===== config.mk =====
export PLATFORM = sky130hd
export DESIGN_NAME = if_stage
export DESIGN_NICKNAME = d
export VERILOG_FILES = /design/src/rtl/if_stage.sv
export SDC_FILE = /design/constraint.sdc
export NUM_CORES = 1
export LEC_CHECK = 0
export ABC_AREA = 1
export BUFFER_PORTS_ARGS = -buffer_cell sky130_fd_sc_hd__buf_4
export CAP_MARGIN = 30
export CORE_MARGIN = 2
export CORE_UTILIZATION = 50
export DETAILED_ROUTE_END_ITERATION = 12
export GPL_ROUTABILITY_DRIVEN = 0
export PLACE_DENSITY = 0.73
export SKIP_LAST_GASP = 1
export SLEW_MARGIN = 20
export SYNTH_ARGS = -nofsm -noshare
export SYNTH_HDL_FRONTEND = slang
export SYNTH_SLANG_ARGS = --single-unit

===== constraint.sdc =====
create_clock -name clk_i -period 4.3 [get_ports clk_i]
set_clock_uncertainty 0.2 [all_clocks]
set_input_delay 0.86 -clock clk_i [delete_from_list [all_inputs] [get_ports clk_i]]
set_output_delay 0.86 -clock clk_i [all_outputs]
set_load 0.02 [all_outputs]

===== src/rtl/if_stage.sv =====
// rtl/if_stage.sv - MIPS instruction fetch stage: PC, SRAM req/ack fetch, IF/ID register.
// Optional IF_ADDR_ALIGN_CHECK_EN: misaligned fetch PC raises id_adel instead of fetching.
module if_stage #(
   parameter logic [31:0] RESET_PC = 32'hBFC00000
) (
   input  logic        clk_i,
   input  logic        rst_i,
   input  logic        stall_i,
   input  logic        flush_i,
   input  logic [31:0] redirect_pc_i,
   output logic        inst_req_o,
   output logic [31:0] inst_addr_o,
   input  logic        inst_ack_i,
   input  logic [31:0] inst_rdata_i,
   output logic        id_valid_o,
   output logic [31:0] id_pc_o,
   output logic [31:0] id_inst_o,
   output logic [5:0]  id_opcode_o,
   output logic        id_adel_o
);

   typedef enum logic [1:0] {
      S_FETCH = 2'd0,
      S_HOLD  = 2'd1,
      S_KILL  = 2'd2
   } state_e;

   state_e      state_q, state_d;
   logic [31:0] pc_q, pc_d;
   logic [31:0] target_q, target_d;
   logic [31:0] hold_pc_q, hold_pc_d;
   logic [31:0] hold_inst_q, hold_inst_d;
   logic        hold_full_q, hold_full_d;
   logic        id_valid_q, id_valid_d;
   logic [31:0] id_pc_q, id_pc_d;
   logic [31:0] id_inst_q, id_inst_d;
   logic        id_adel_q, id_adel_d;
   logic        misalign;
   logic        req;
   logic        ack;

`ifdef IF_ADDR_ALIGN_CHECK_EN
   assign misalign = (pc_q[1:0] != 2'b00);
`else
   assign misalign = 1'b0;
`endif

   // Acks that arrive while no request is driven (including during reset) are ignored.
   assign req = !rst_i && (((state_q == S_FETCH) && !misalign) || (state_q == S_KILL));
   assign ack = inst_ack_i && req;

   always_comb begin
      state_d     = state_q;
      pc_d        = pc_q;
      target_d    = target_q;
      hold_pc_d   = hold_pc_q;
      hold_inst_d = hold_inst_q;
      hold_full_d = hold_full_q;
      id_valid_d  = id_valid_q;
      id_pc_d     = id_pc_q;
      id_inst_d   = id_inst_q;
      id_adel_d   = id_adel_q;

      if (flush_i) begin
         id_valid_d  = 1'b0;
         id_adel_d   = 1'b0;
         hold_full_d = 1'b0;
         // An unanswered request must drain before the redirect target is fetched.
         if (req && !ack) begin
            target_d = redirect_pc_i;
            state_d  = S_KILL;
         end else begin
            pc_d    = redirect_pc_i;
            state_d = S_FETCH;
         end
      end else begin
         case (state_q)
            S_FETCH: begin
               if (misalign) begin
                  if (!stall_i) begin
                     id_valid_d  = 1'b1;
                     id_adel_d   = 1'b1;
                     id_pc_d     = pc_q;
                     id_inst_d   = 32'h0;
                     hold_full_d = 1'b0;
                     state_d     = S_HOLD;
                  end
               end else if (ack) begin
                  pc_d = pc_q + 32'd4;
                  if (stall_i) begin
                     hold_pc_d   = pc_q;
                     hold_inst_d = inst_rdata_i;
                     hold_full_d = 1'b1;
                     state_d     = S_HOLD;
                  end else begin
                     id_valid_d = 1'b1;
                     id_adel_d  = 1'b0;
                     id_pc_d    = pc_q;
                     id_inst_d  = inst_rdata_i;
                  end
               end else if (!stall_i) begin
                  id_valid_d = 1'b0;
               end
            end
            S_HOLD: begin
               // An empty buffer here means an address-error park that only flush leaves.
               if (!stall_i && hold_full_q) begin
                  id_valid_d  = 1'b1;
                  id_adel_d   = 1'b0;
                  id_pc_d     = hold_pc_q;
                  id_inst_d   = hold_inst_q;
                  hold_full_d = 1'b0;
                  state_d     = S_FETCH;
               end
            end
            S_KILL: begin
               if (ack) begin
                  pc_d    = target_q;
                  state_d = S_FETCH;
               end
            end
            default: state_d = S_FETCH;
         endcase
      end
   end

   always_ff @(posedge clk_i) begin
      if (rst_i) begin
         state_q     <= S_FETCH;
         pc_q        <= RESET_PC;
         target_q    <= 32'h0;
         hold_pc_q   <= 32'h0;
         hold_inst_q <= 32'h0;
         hold_full_q <= 1'b0;
         id_valid_q  <= 1'b0;
         id_pc_q     <= 32'h0;
         id_inst_q   <= 32'h0;
         id_adel_q   <= 1'b0;
      end else begin
         state_q     <= state_d;
         pc_q        <= pc_d;
         target_q    <= target_d;
         hold_pc_q   <= hold_pc_d;
         hold_inst_q <= hold_inst_d;
         hold_full_q <= hold_full_d;
         id_valid_q  <= id_valid_d;
         id_pc_q     <= id_pc_d;
         id_inst_q   <= id_inst_d;
         id_adel_q   <= id_adel_d;
      end
   end

   assign inst_req_o  = req;
   assign inst_addr_o = pc_q;
   assign id_valid_o  = id_valid_q;
   assign id_pc_o     = id_pc_q;
   assign id_inst_o   = id_inst_q;
   assign id_opcode_o = id_inst_q[31:26];
   assign id_adel_o   = id_adel_q;

endmodule

# Yosys cells after proc, flatten, opt, wreduce, memory -nomap -nowiden
# Index checks and enable logic that the tools add are counted.
[word_totals] output_inout_bits=105 regBits=197 wordCells=74
[classes] muxes=31 n_eq_ne=11 bitwise_logic=1 n_reduce_logical=20 add_sub_neg=1
[op_table] cell="$mux W32" n=10
[op_table] cell="$pmux W32 S2" n=3
[op_table] cell="$add A32 B3 Y32 const B" n=1
[op_table] cell="$reduce_and A4 Y1" n=5
[op_table] cell="$mux W2" n=6
[op_table] cell="$ne A3 B3 Y1 const B" n=4
[op_table] cell="$ne A2 B2 Y1 const B" n=5
[op_table] cell="$mux W1" n=8
[op_table] cell="$pmux W1 S2" n=3
[op_table] cell="$pmux W2 S3" n=1
[op_table] cell="$reduce_and A5 Y1" n=1
[op_table] cell="$logic_and A1 B1 Y1" n=4
[op_table] cell="$logic_not A1 Y1" n=3
[op_table] cell="$reduce_and A3 Y1" n=1
[op_table] cell="$reduce_bool A3 Y1" n=1
[op_table] cell="$eq A2 B1 Y1 const B" n=1
[op_table] cell="$eq A2 B2 Y1 const B" n=1
[op_table] cell="$logic_not A2 Y1" n=1
[op_table] cell="$reduce_and A2 Y1" n=1
[op_table] cell="$reduce_bool A2 Y1" n=1
[op_table] cell="$reduce_or A2 Y1" n=1
[op_table] cell="$logic_or A1 B1 Y1" n=1
[op_table] cell="$not A1 Y1" n=1

# Longest topological paths before layout
# Gate-level depths: netlist (run 1).
[logic_depth] depth_word=8 mapped_depth=13 mapped_depth_nobuf=13

# Worst setup path after synthesis (run 1)
# Ideal clock, no wire load.
[synth_timing] path_type="input-to-reg" from="input port flush_i" to="register pc_q[11], in the netlist inst_addr_o[11]" t_required_ns=4.029 path_buffers=3 arrival_ns=2.016 path_slack_ns=2.013 cell_stages=9 setup_time_ns=0.071 cell_sequence="buf_2 -> inv_2 -> nor3_4 -> nor2_4 -> nand2_4 -> buf_6 -> buf_6 -> nand2_1 -> a21oi_1"
[synth_via] elab_chain_len=2
[synth_lines] item="start: declaration" line="9" text="input logic flush_i,"
[synth_lines] item="$ne A3 B3 Y1 (no source line), or another cell as far along"
[synth_lines] item="$reduce_and A4 Y1 (no source line)"
[synth_lines] item="end signal: assignment" line="141" text="pc_q <= pc_d;"
[synth_lines] item="end: declaration" line="29" text="logic [31:0] pc_q, pc_d;"
# Parallel ways exist; a longest one is shown, timed or not.
# A chain may end at the register's enable or synchronous reset.

# Worst setup path in the final report (run 1)
[layout_timing] from="input port flush_i" to="register pc_q[19], in the netlist inst_addr_o[19]"
# Same word-level chain as after synthesis.

==> results of run 1 <==
==> synthesized netlist by cell type, types with 8 or more instances <==
cell type / count / area (um2)
nand2_1: 282 / 1060
a21oi_1: 129 / 646
buf_2: 22 / 110
inv_1: 101 / 379
buf_4: 10 / 75.1
clkbuf_1: 45 / 169
o21ai_0: 137 / 686
dfxtp_1: 196 / 3920
nor3_1: 8 / 40.0
o21ai_1: 57 / 285
buf_6: 11 / 124
nor2_1: 98 / 368
nand3_1: 20 / 100
a31oi_1: 68 / 425
==> stage by stage <==
stage	hold slack (ps)	util, %	std cells	setup slack [ps]
after detailed placement	235	58.1	1559	1090
after global routing	262	61.6	1591	1200
after global placement	230	58.0	1558	1130
final	243	61.6	1591	1460
after CTS	246	61.6	1591	1490
after floorplan	223	-	1242	2010
==> registers in the layout, indices dropped and copies added (netlist names) <==
signal,cells
inst_addr_o,32
hold_pc_q,32
target_q,32
id_inst_o,32
id_pc_o,32
hold_inst_q,32
state_q,2
id_valid_o,1
hold_full_q,1
==> cell usage in the layout (no fill, tap or decap), types with 4 or more instances in the layout <==
master,netlist,final
o21ai_0,137,137
a31oi_1,68,68
nor2_1,98,98
nand3_1,20,20
nand2_1,282,282
o21ai_1,57,57
inv_2,7,7
clkbuf_16,0,17
inv_6,0,4
dfxtp_1,196,196
a21oi_1,129,129
inv_1,101,100
o22ai_1,5,5
nor3_1,8,8
xor2_1,4,4
nor2_2,7,5
nor2_4,5,7
nand4_1,5,5
buf_4,10,180
==> final timing paths <==
path                      to             from  cells past startpoint  slack [ps]
max          inst_addr_o[19]          flush_i                     11        1460
min          hold_inst_q[18]  hold_inst_q[18]                      2         240
max reg2reg  inst_addr_o[19]       state_q[1]                     11        1680
min reg2reg  hold_inst_q[18]  hold_inst_q[18]                      2         240
==> layout make-up <==
| type | count | area [um2] |
|---|---|---|
| Clock buffer | 18 | 429 |
| Clock inverter | 14 | 175 |
| Fill cell | 1658 | 6620 |
| Inverter | 109 | 412 |
| Multi-Input combinational cell | 847 | 4000 |
| Sequential cell | 196 | 3920 |
| Tap cell | 225 | 282 |
| Timing Repair Buffer | 182 | 1390 |
==> worst min-delay path: cells and delay by family (launching register included) <==
| family | cells | cell delay (ps) |
|---|---|---|
| flops | 1 | 310 |
| buf+inv | 1 | 40 |
| compound gates | 1 | 50 |
==> kinds of logic (layout without fill, tap and decap cells) <==
| logic type | after synthesis | in the layout |
|---|---|---|
| other | 1 | 1 |
| flip-flops | 196 | 196 |
| buffers and inverters | 199 | 323 |
| AND/OR/NAND/NOR | 432 | 432 |
| adder cells (fa/ha/maj) | 1 | 1 |
| XOR/XNOR | 5 | 5 |
| AO/OA/AOI/OAI | 408 | 408 |
==> power breakdown <==
part	internal [mW]	switching [mW]	total (mW)
clock network	0.925	0.728	1.65
logic	0.229	0.359	0.588
registers	1.91	0.100	2.01
==> metal layers <==
metal	up-vias	global-route usage (%)	share of wire [%]	routed length, um
li1	4348	-	-	-
met1	3825	37.4	47	11200
met2	286	37.9	44	10600
met3	30	3.74	6.9	1650
met4	0	8.39	1.9	457
met5	-	0	0	0
==> results.md, run 1 <==
- Via count: 8,489
- Critical path class: in2reg
- # resized after CTS: 0
- RSZ-0062 raised after global routing: false
- Pwr dens: 400 nW/um2
- Crit path cell chain: buf_4, inv_2, nand2_2, nor2_2, nor2_4, nand2_4, inv_2, o21ai_0, nand2_1, nand2_1, a21oi_1
- Hold buffers post-CTS: 0
- # DRC: 0
- Pin count of the biggest net entering global routing: 129
- Final hold vios: 0
- Ys Warns: 0
- Maximum VDD drop: 0.296 mV
- Mapped Area: 8810 um2
- HPWL after DPL: 16.1 mm
- Core region area: 17,200 um2
- Nets: 1,423
- Die area: 18,700 um2
- Vias per std cell: 5.34
- First-pass iteration count of the detailed router: 7
- Final setup fails: 0
- Overall Power: 4.25 mW
- Antenna Nets Post-Route: 0
- #FFs+latches synth: 196
- Post-Syn Instances: 1,242
- Slew @ Worst Pin: 817 ps
- Overflow left after global routing: 0
- Arr. time, crit path: 3010 ps
- I/O pin count: 174
- Worst rel slew slack: 45.5%
- Initial antenna violation count: 0
- CP bufs+invs: 3
- Fraction of layout cells with a size suffix above 1: 17.7%
- Register area share after synthesis: 44.5%
- Max Freq: 352 MHz
- Total of max-cap violations: 0
- Period utilization: 66.1%
- Starting density of the core: 51.1%
- Ys flop type: dfxtp_1
- Post-Synth Simple-Gate Area: 19.9%
- Clk_lat worst skew: 440 ps
- Area grow syn2layout: 20.5%
- Vias in the first global route: 7,367
- All-layer global routing usage: 25.4%
- Post-layout instance area: 10,600 um2
- Worst Hold Class: reg2reg
- Tmin final: 2840 ps
- CTS tree: done
- Chip height: 137 um
- DR WL/cell: 15.1 um
- Netlist cell types: 38
- CP max FO: 39
- Final wirelength: 24.0 mm
- Startpoint types: primary input
- Total CTS buffers: 17
- CTS Root Cell: clkbuf_16
- Fraction of the mapped netlist area in adder cells: 0.142%
- Final slew viol count: 0
- Compound-Gate Fraction of Synth Area: 24.7%
- Slowest-stage cell, CP: inv_2
- First DRT Iteration DRCs: 648
- Largest family of logic cells by synthesized area: compound AO/OA/AOI/OAI gates
- Clock H-tree levels: 4
- Clk slew on worst S/H paths: 70 ps
- Post-CTS setup buffer count: 0
- Antenna cells: 0
- TritonCTS Sinks: 196
- Setup TNS: 0 ps
- Critical Path Max Stage Delay: 370 ps
- EDFF count, synth: 0
- Max Root-Sink Buffers: 2
- Die W: 137 um
- First-pass GRT wire length: 37.9 mm
- Status: finished clean
- Xor/xnor share of the synthesized area: 0.497%
- Crit path max-delay family: buffers and inverters
- Post-Syn Area per Cell: 7.10 um2
- Async SR Flop Fraction: 0%
- DP Area: 10,000 um2
- I/O Buffers: 172
- Syn nets: 1,312
- Lkg Pwr: 4.61 nW
- Multiplexer share of the synthesized area: 0%
- Worst Setup End Kind: flip-flop
- Num rows: 48
- WP data required: 4470 ps
(Power assumes the default switching activity.)
==> run 2: changes to the inputs <==
ABC_AREA = 0   (was 1)
PLACE_DENSITY = 0.76   (was 0.73)
clock period = 2.4 ns   (was 4.3 ns; I/O delays follow)
==> run 2 against run 1 <==
Compared with the run above: register-to-register slack lost 1500 ps; flip-flop and latch count unchanged; via count shrank 1.3%; setup slack got worse by 1300 ps; die area is 2.7% higher; final area rose by 7.9%; core utilization rose by 2.4 points; wire length grew 2.4%.
==> results.md, run 2 <==
- Status: finished clean
- Largest family of logic cells by synthesized area: compound AO/OA/AOI/OAI gates
- M1 WL: 11.2 mm
- Synth area leader: dfxtp_1
- Maximum VDD drop: 0.559 mV
- Die area: 19,200 um2
- Final slew viol count: 0
- Max Used Layer: met4
- Period utilization: 91.5%
- # DRC: 0
- CP max FO: 7
- Clk slew on worst S/H paths: 70 ps
- # resized after CTS: 0
- Startpoint types: flip-flop
- First DRT Iteration DRCs: 563
- Top-count cell post-synth: nand2_1
- Worst Setup End Kind: flip-flop
- Post-Syn Instances: 1,083
- Worst rel slew slack: 53.8%
- Register area share after synthesis: 43.3%
- WP data required: 2510 ps
- Total of max-cap violations: 0
- Slowest-stage cell, CP: or4_1
- Post-Synth Simple-Gate Area: 19.8%
- Ys flop type: dfxtp_1
- I/O pin count: 174
- Total CTS buffers: 17
- TritonCTS Sinks: 196
- CTS tree: done
- Critical Path Max Stage Delay: 480 ps
- Commonest non-fill, non-tap cell in the layout: buf_4
- Post-synth top cells: 221 x nand2_1, 196 x dfxtp_1, 128 x a21oi_1
- Critical Path Most Common Cell: nand3_1
- Post-Layout Cell Count: 1,485
- Xor/xnor share of the synthesized area: 0.483%
- Via count: 8,382
- Ys Warns: 0
- Antenna cells: 0
- Nets: 1,313
- Worst Hold Class: in2reg
- Vias per std cell: 5.64
- Initial antenna violation count: 0
- Starting density of the core: 50.6%
- Lkg Pwr: 4.73 nW
- Overflow left after global routing: 0
- Pin count of the biggest net entering global routing: 65
- Antenna Nets Post-Route: 0
- Netlist cell types: 61
- Setup TNS: 0 ps
- #FFs+latches synth: 196
- I/O Buffers: 172
- EDFF count, synth: 0
- CTS Root Cell: clkbuf_16
- RSZ-0062 raised after global routing: false
- Tmin final: 2200 ps
- Final setup fails: 0
- Hold_sp: redirect_pc_i[26]
- Num rows: 49
- Pre-CTS setup slack: 26.0 ps
- Fill cell count: 1,549
- Max Freq: 455 MHz
- Slew @ Worst Pin: 693 ps
- Placed cell count: 1,453
- Max Root-Sink Buffers: 2
- Critical path class: reg2reg
- Syn nets: 1,153
- Area grow syn2layout: 26.4%
- Async SR Flop Fraction: 0%
- Top cells by area, synth: dfxtp_1 43%, nand2_1 9.2%, a211oi_2 7.7%, mux2i_1 7.3%, a21oi_1 7.1%
- Metal3 WL: 1.56 mm
- Die W: 139 um
- Final wirelength: 24.5 mm
- Arr. time, crit path: 2300 ps
- Met2 WL: 11.3 mm
- HPWL after DPL: 16.9 mm
- Fraction of the mapped netlist area in adder cells: 0.138%
- Final hold vios: 0
- Compound-Gate Fraction of Synth Area: 23.2%
- First-pass iteration count of the detailed router: 5
- Core region area: 17,900 um2
- Top-area cell type share of the netlist area: 43.3%
- Clock H-tree levels: 4
- Multiplexer share of the synthesized area: 7.29%
- Vias in the first global route: 7,759
- Post-CTS setup buffer count: 0
- Commonest cells after routing, fill and taps aside: 232 x buf_4, 220 x nand2_1, 196 x dfxtp_1, 128 x a21oi_1, 107 x nor2_1
- Fraction of layout cells with a size suffix above 1: 27.5%
- Critical R2R Launch: inst_addr_o[2]
- Crit path cell chain: ha_1, nand3_1, nor2_4, nand3_1, and3_1, or4_1
- Final worst slack: 204 ps
- Hold buffers post-CTS: 0
- Post-Syn Area per Cell: 8.37 um2
- Clk_lat worst skew: 430 ps
- Chip height: 139 um
- Fin util: 64.0%
- All-layer global routing usage: 25.0%
- DR WL/cell: 16.5 um
- Worst Setup SP: inst_addr_o[2]
- First-pass GRT wire length: 39.6 mm
- Mapped Area: 9060 um2
- Pwr dens: 643 nW/um2
==> run 2: cell count changes after synthesis, sizes merged, moves of 6 or more <==
cell	change
nor2b	+6
mux2i	+66
o211ai	+6
clkbuf	+6
nor3	+12
a31oi	-64
inv	-103
nand2	-63
a211oi	+77
o21ai	-170
nand2b	+7
and2	+6
buf	+10
and3	+7
==> run 2: final cells by class <==
cell class	instances	area, um2	share of cell area [%]
clock buffers	20	457	3.99
clock inverters	12	105	0.917
inverters	5	18.8	0.164
multi-input cells	776	4630	40.4
flip-flops and latches	196	3920	34.3
well taps	229	287	2.50
repair buffers	247	2030	17.7
==> run 2: stage by stage <==
stage	cell area (um2)	hold WS (ps)	power [mW]
6_report	11500	97.2	7.37
4_1_cts	11500	88.3	7.40
2_1_floorplan	9060	232	4.19
3_3_place_gp	10900	237	4.67
3_5_place_dp	10900	242	4.69
5_1_grt	11500	93.0	7.66
==> run 2: kinds of logic (layout without fill, tap and decap cells) <==
| group | Yosys count | count (layout) |
|---|---|---|
| xor gates and xnor gates | 5 | 5 |
| adders and majority gates | 1 | 1 |
| AOI/OAI and AO/OA | 284 | 284 |
| other | 1 | 1 |
| muxes | 66 | 66 |
| DFF | 196 | 196 |
| buffers and inverters | 111 | 284 |
| and+or+nand+nor | 419 | 419 |
==> run 2: routing by layer <==
metal  global-route usage, %  vias to the layer above
met1                    34.6                     3922
met4                    8.35                        0
met3                    4.11                       42
met2                    40.0                      317
met5                       0                        -
li1                        -                     4101
==> run 2: report_power, final <==
| part | switching (mW) | internal, mW |
|---|---|---|
| logic | 0.673 | 0.488 |
| clock network | 1.25 | 1.49 |
| registers | 0.0977 | 3.37 |
| total | 2.02 | 5.35 |
==> run 2: path summary, 6_finish.rpt <==
check | end | slack, ps | cells after the start
setup / recovery | inst_addr_o[26] | 200 | 6
hold / removal | target_q[26] | 100 | 3
hold reg to reg | target_q[27] | 250 | 2
setup reg to reg | inst_addr_o[26] | 200 | 6
==> run 2: critical path: cells and delay by family, from the launching register on <==
family	cells	cell delay [ps]
adders and majority gates	1	230
DFF	1	330
and+or+nand+nor	5	1300
==> run 3: changes to the inputs <==
==> constraint.sdc (replaced) <==
create_clock -name clk_i -period 2.4 [get_ports clk_i]
set_clock_uncertainty 0.2 [all_clocks]
set_input_delay 0.12 -clock clk_i [delete_from_list [all_inputs] [get_ports clk_i]]
set_output_delay 0.12 -clock clk_i [all_outputs]
set_load 0.02 [all_outputs]
==> run 3 against run 2 <==
Compared with the run above: final cell count is 4.3% higher; setup slack worse by 140 ps; core utilization is 4.2 points higher; wire length is 6.6% higher; critical path depth is 3 higher; worst hold slack worse by 34 ps; largest power group unchanged.
==> results.md, run 3 (synthesis gave the netlist of run 2 again) <==
- Hold Slack: 63.4 ps
- Starting density of the core: 50.6%
- CP max FO: 25
- Final slew viol count: 0
- Initial antenna violation count: 0
- Arr. time, crit path: 2470 ps
- Lkg Pwr: 5.03 nW
- Chip height: 139 um
- Area of the multi-input gates: 4630 um2
- Clock H-tree levels: 4
- HPWL after DPL: 16.8 mm
- Pin count of the biggest net entering global routing: 134
- Final worst slack: 61.8 ps
- Pre-CTS setup slack: 69.3 ps
- WP data required: 2530 ps
- DR WL/cell: 16.9 um
- Overflow left after global routing: 0
- Die area: 19,200 um2
- Final setup fails: 0
- Final wirelength: 26.2 mm
- Area grow syn2layout: 34.8%
- First DRT Iteration DRCs: 562
- Placed cell count: 1,435
- Maximum VDD drop: 0.526 mV
- Core region area: 17,900 um2
- Commonest cells after routing, fill and taps aside: 220 x nand2_1, 216 x buf_4, 195 x dfxtp_1, 128 x a21oi_1, 107 x nor2_1
- Post-Layout Cell Count: 1,549
- Antenna cells: 0
- Worst rel slew slack: 50.7%
- Vias per std cell: 5.65
- Status: finished clean
- I/O pin count: 174
- Setup TNS: 0 ps
- Slew @ Worst Pin: 739 ps
- Startpoint types: primary input
- Critical path class: in2reg
- Period utilization: 97.4%
- Vias in the first global route: 8,123
- Max Freq: 428 MHz
- GRT busiest layer: met2
- Clk_lat worst skew: 420 ps
- Tmin final: 2340 ps
- Worst Hold Class: in2reg
- All-layer global routing usage: 26.1%
- Max Root-Sink Buffers: 2
- Fill cell count: 1,428
- Antenna Nets Post-Route: 0
- Total CTS buffers: 17
- Pwr dens: 614 nW/um2
- I/O Buffers: 172
- Worst Setup End Kind: flip-flop
- Num rows: 49
- Nets: 1,378
- Final hold vios: 0
- Commonest non-fill, non-tap cell in the layout: nand2_1
- Fraction of layout cells with a size suffix above 1: 25.2%
- Via count: 8,757
- Register area: 3930 um2
- # DRC: 0
- Clk slew on worst S/H paths: 70 ps
- Die W: 139 um
- CTS tree: done
- First-pass iteration count of the detailed router: 6
- First-pass GRT wire length: 41.7 mm
- Total of max-cap violations: 0
- GRT met2 Usage: 42.5%
- GR Util met1: 35.8%
- CTS Root Cell: clkbuf_16
- Overall Power: 7.50 mW
- TritonCTS Sinks: 196
- Met3 Usage GRT: 4.14%
run 3: changes by cell type in the layout (fill, tap and decap cells not counted), sizes merged:
cell	delta
dlygate4sd3	+77
buf	-15
clkbuf	+6
clkinv	-3
inv	-1
run 3: per-layer routing:
| metal | vias up | routed length [um] |
|---|---|---|
| met3 | 41 | 1730 |
| met2 | 338 | 12400 |
| met4 | 0 | 483 |
| met5 | - | 0 |
| li1 | 4237 | - |
| met1 | 4141 | 11500 |
run 3: power by group:
| part | internal (mW) | switching [mW] | leakage (nW) | total [mW] |
|---|---|---|---|---|
| clock network | 1.56 | 1.21 | 0.281 | 2.77 |
| registers | 3.37 | 0.111 | 1.59 | 3.49 |
| logic | 0.552 | 0.684 | 3.16 | 1.24 |
| total | 5.49 | 2.01 | 5.03 | 7.50 |
run 3: worst paths after layout:
kind                           to  cells after the start  slack, ps          from
setup reg to reg     id_inst_o[5]                      7        120    state_q[0]
hold reg to reg      target_q[27]                      2        250  target_q[27]
hold / removal    inst_addr_o[21]                      3         60       flush_i
setup / recovery     id_inst_o[5]                      9         60         rst_i
run 3: cell type report:
type | count | area share, %
well taps | 229 | 2.35
clock inverters | 8 | 0.605
flip-flops and latches | 196 | 32.1
clock buffers | 23 | 4.08
repair buffers | 312 | 22.7
multi-input cells | 776 | 37.9
inverters | 5 | 0.154
run 3: stage by stage:
stage / cell area (um2) / utilization (%)
after floorplan: 9060 / -
after global placement: 10800 / 60.1
after detailed placement: 10800 / 60.1
after CTS: 12100 / 67.6
after global routing: 12200 / 68.2
final: 12200 / 68.2
run 3: timing repair:
| action | in CTS | in global routing |
|---|---|---|
| setup buffers | 0 | 3 |
| setup endpoints to repair | 0 | 28 |
| endpoints found under the hold margin | 132 | 0 |
| resized for setup | 0 | 3 |
| hold buffers | 77 | 0 |
run 3: critical path, stage by stage:
cell	delay (ps)
dlygate4sd3_1	560
buf_6	190
or3b_4	430
a2111oi_4	350
buf_4	200
buf_12	160
buf_4	170
nor2_1	50
a211oi_1	210
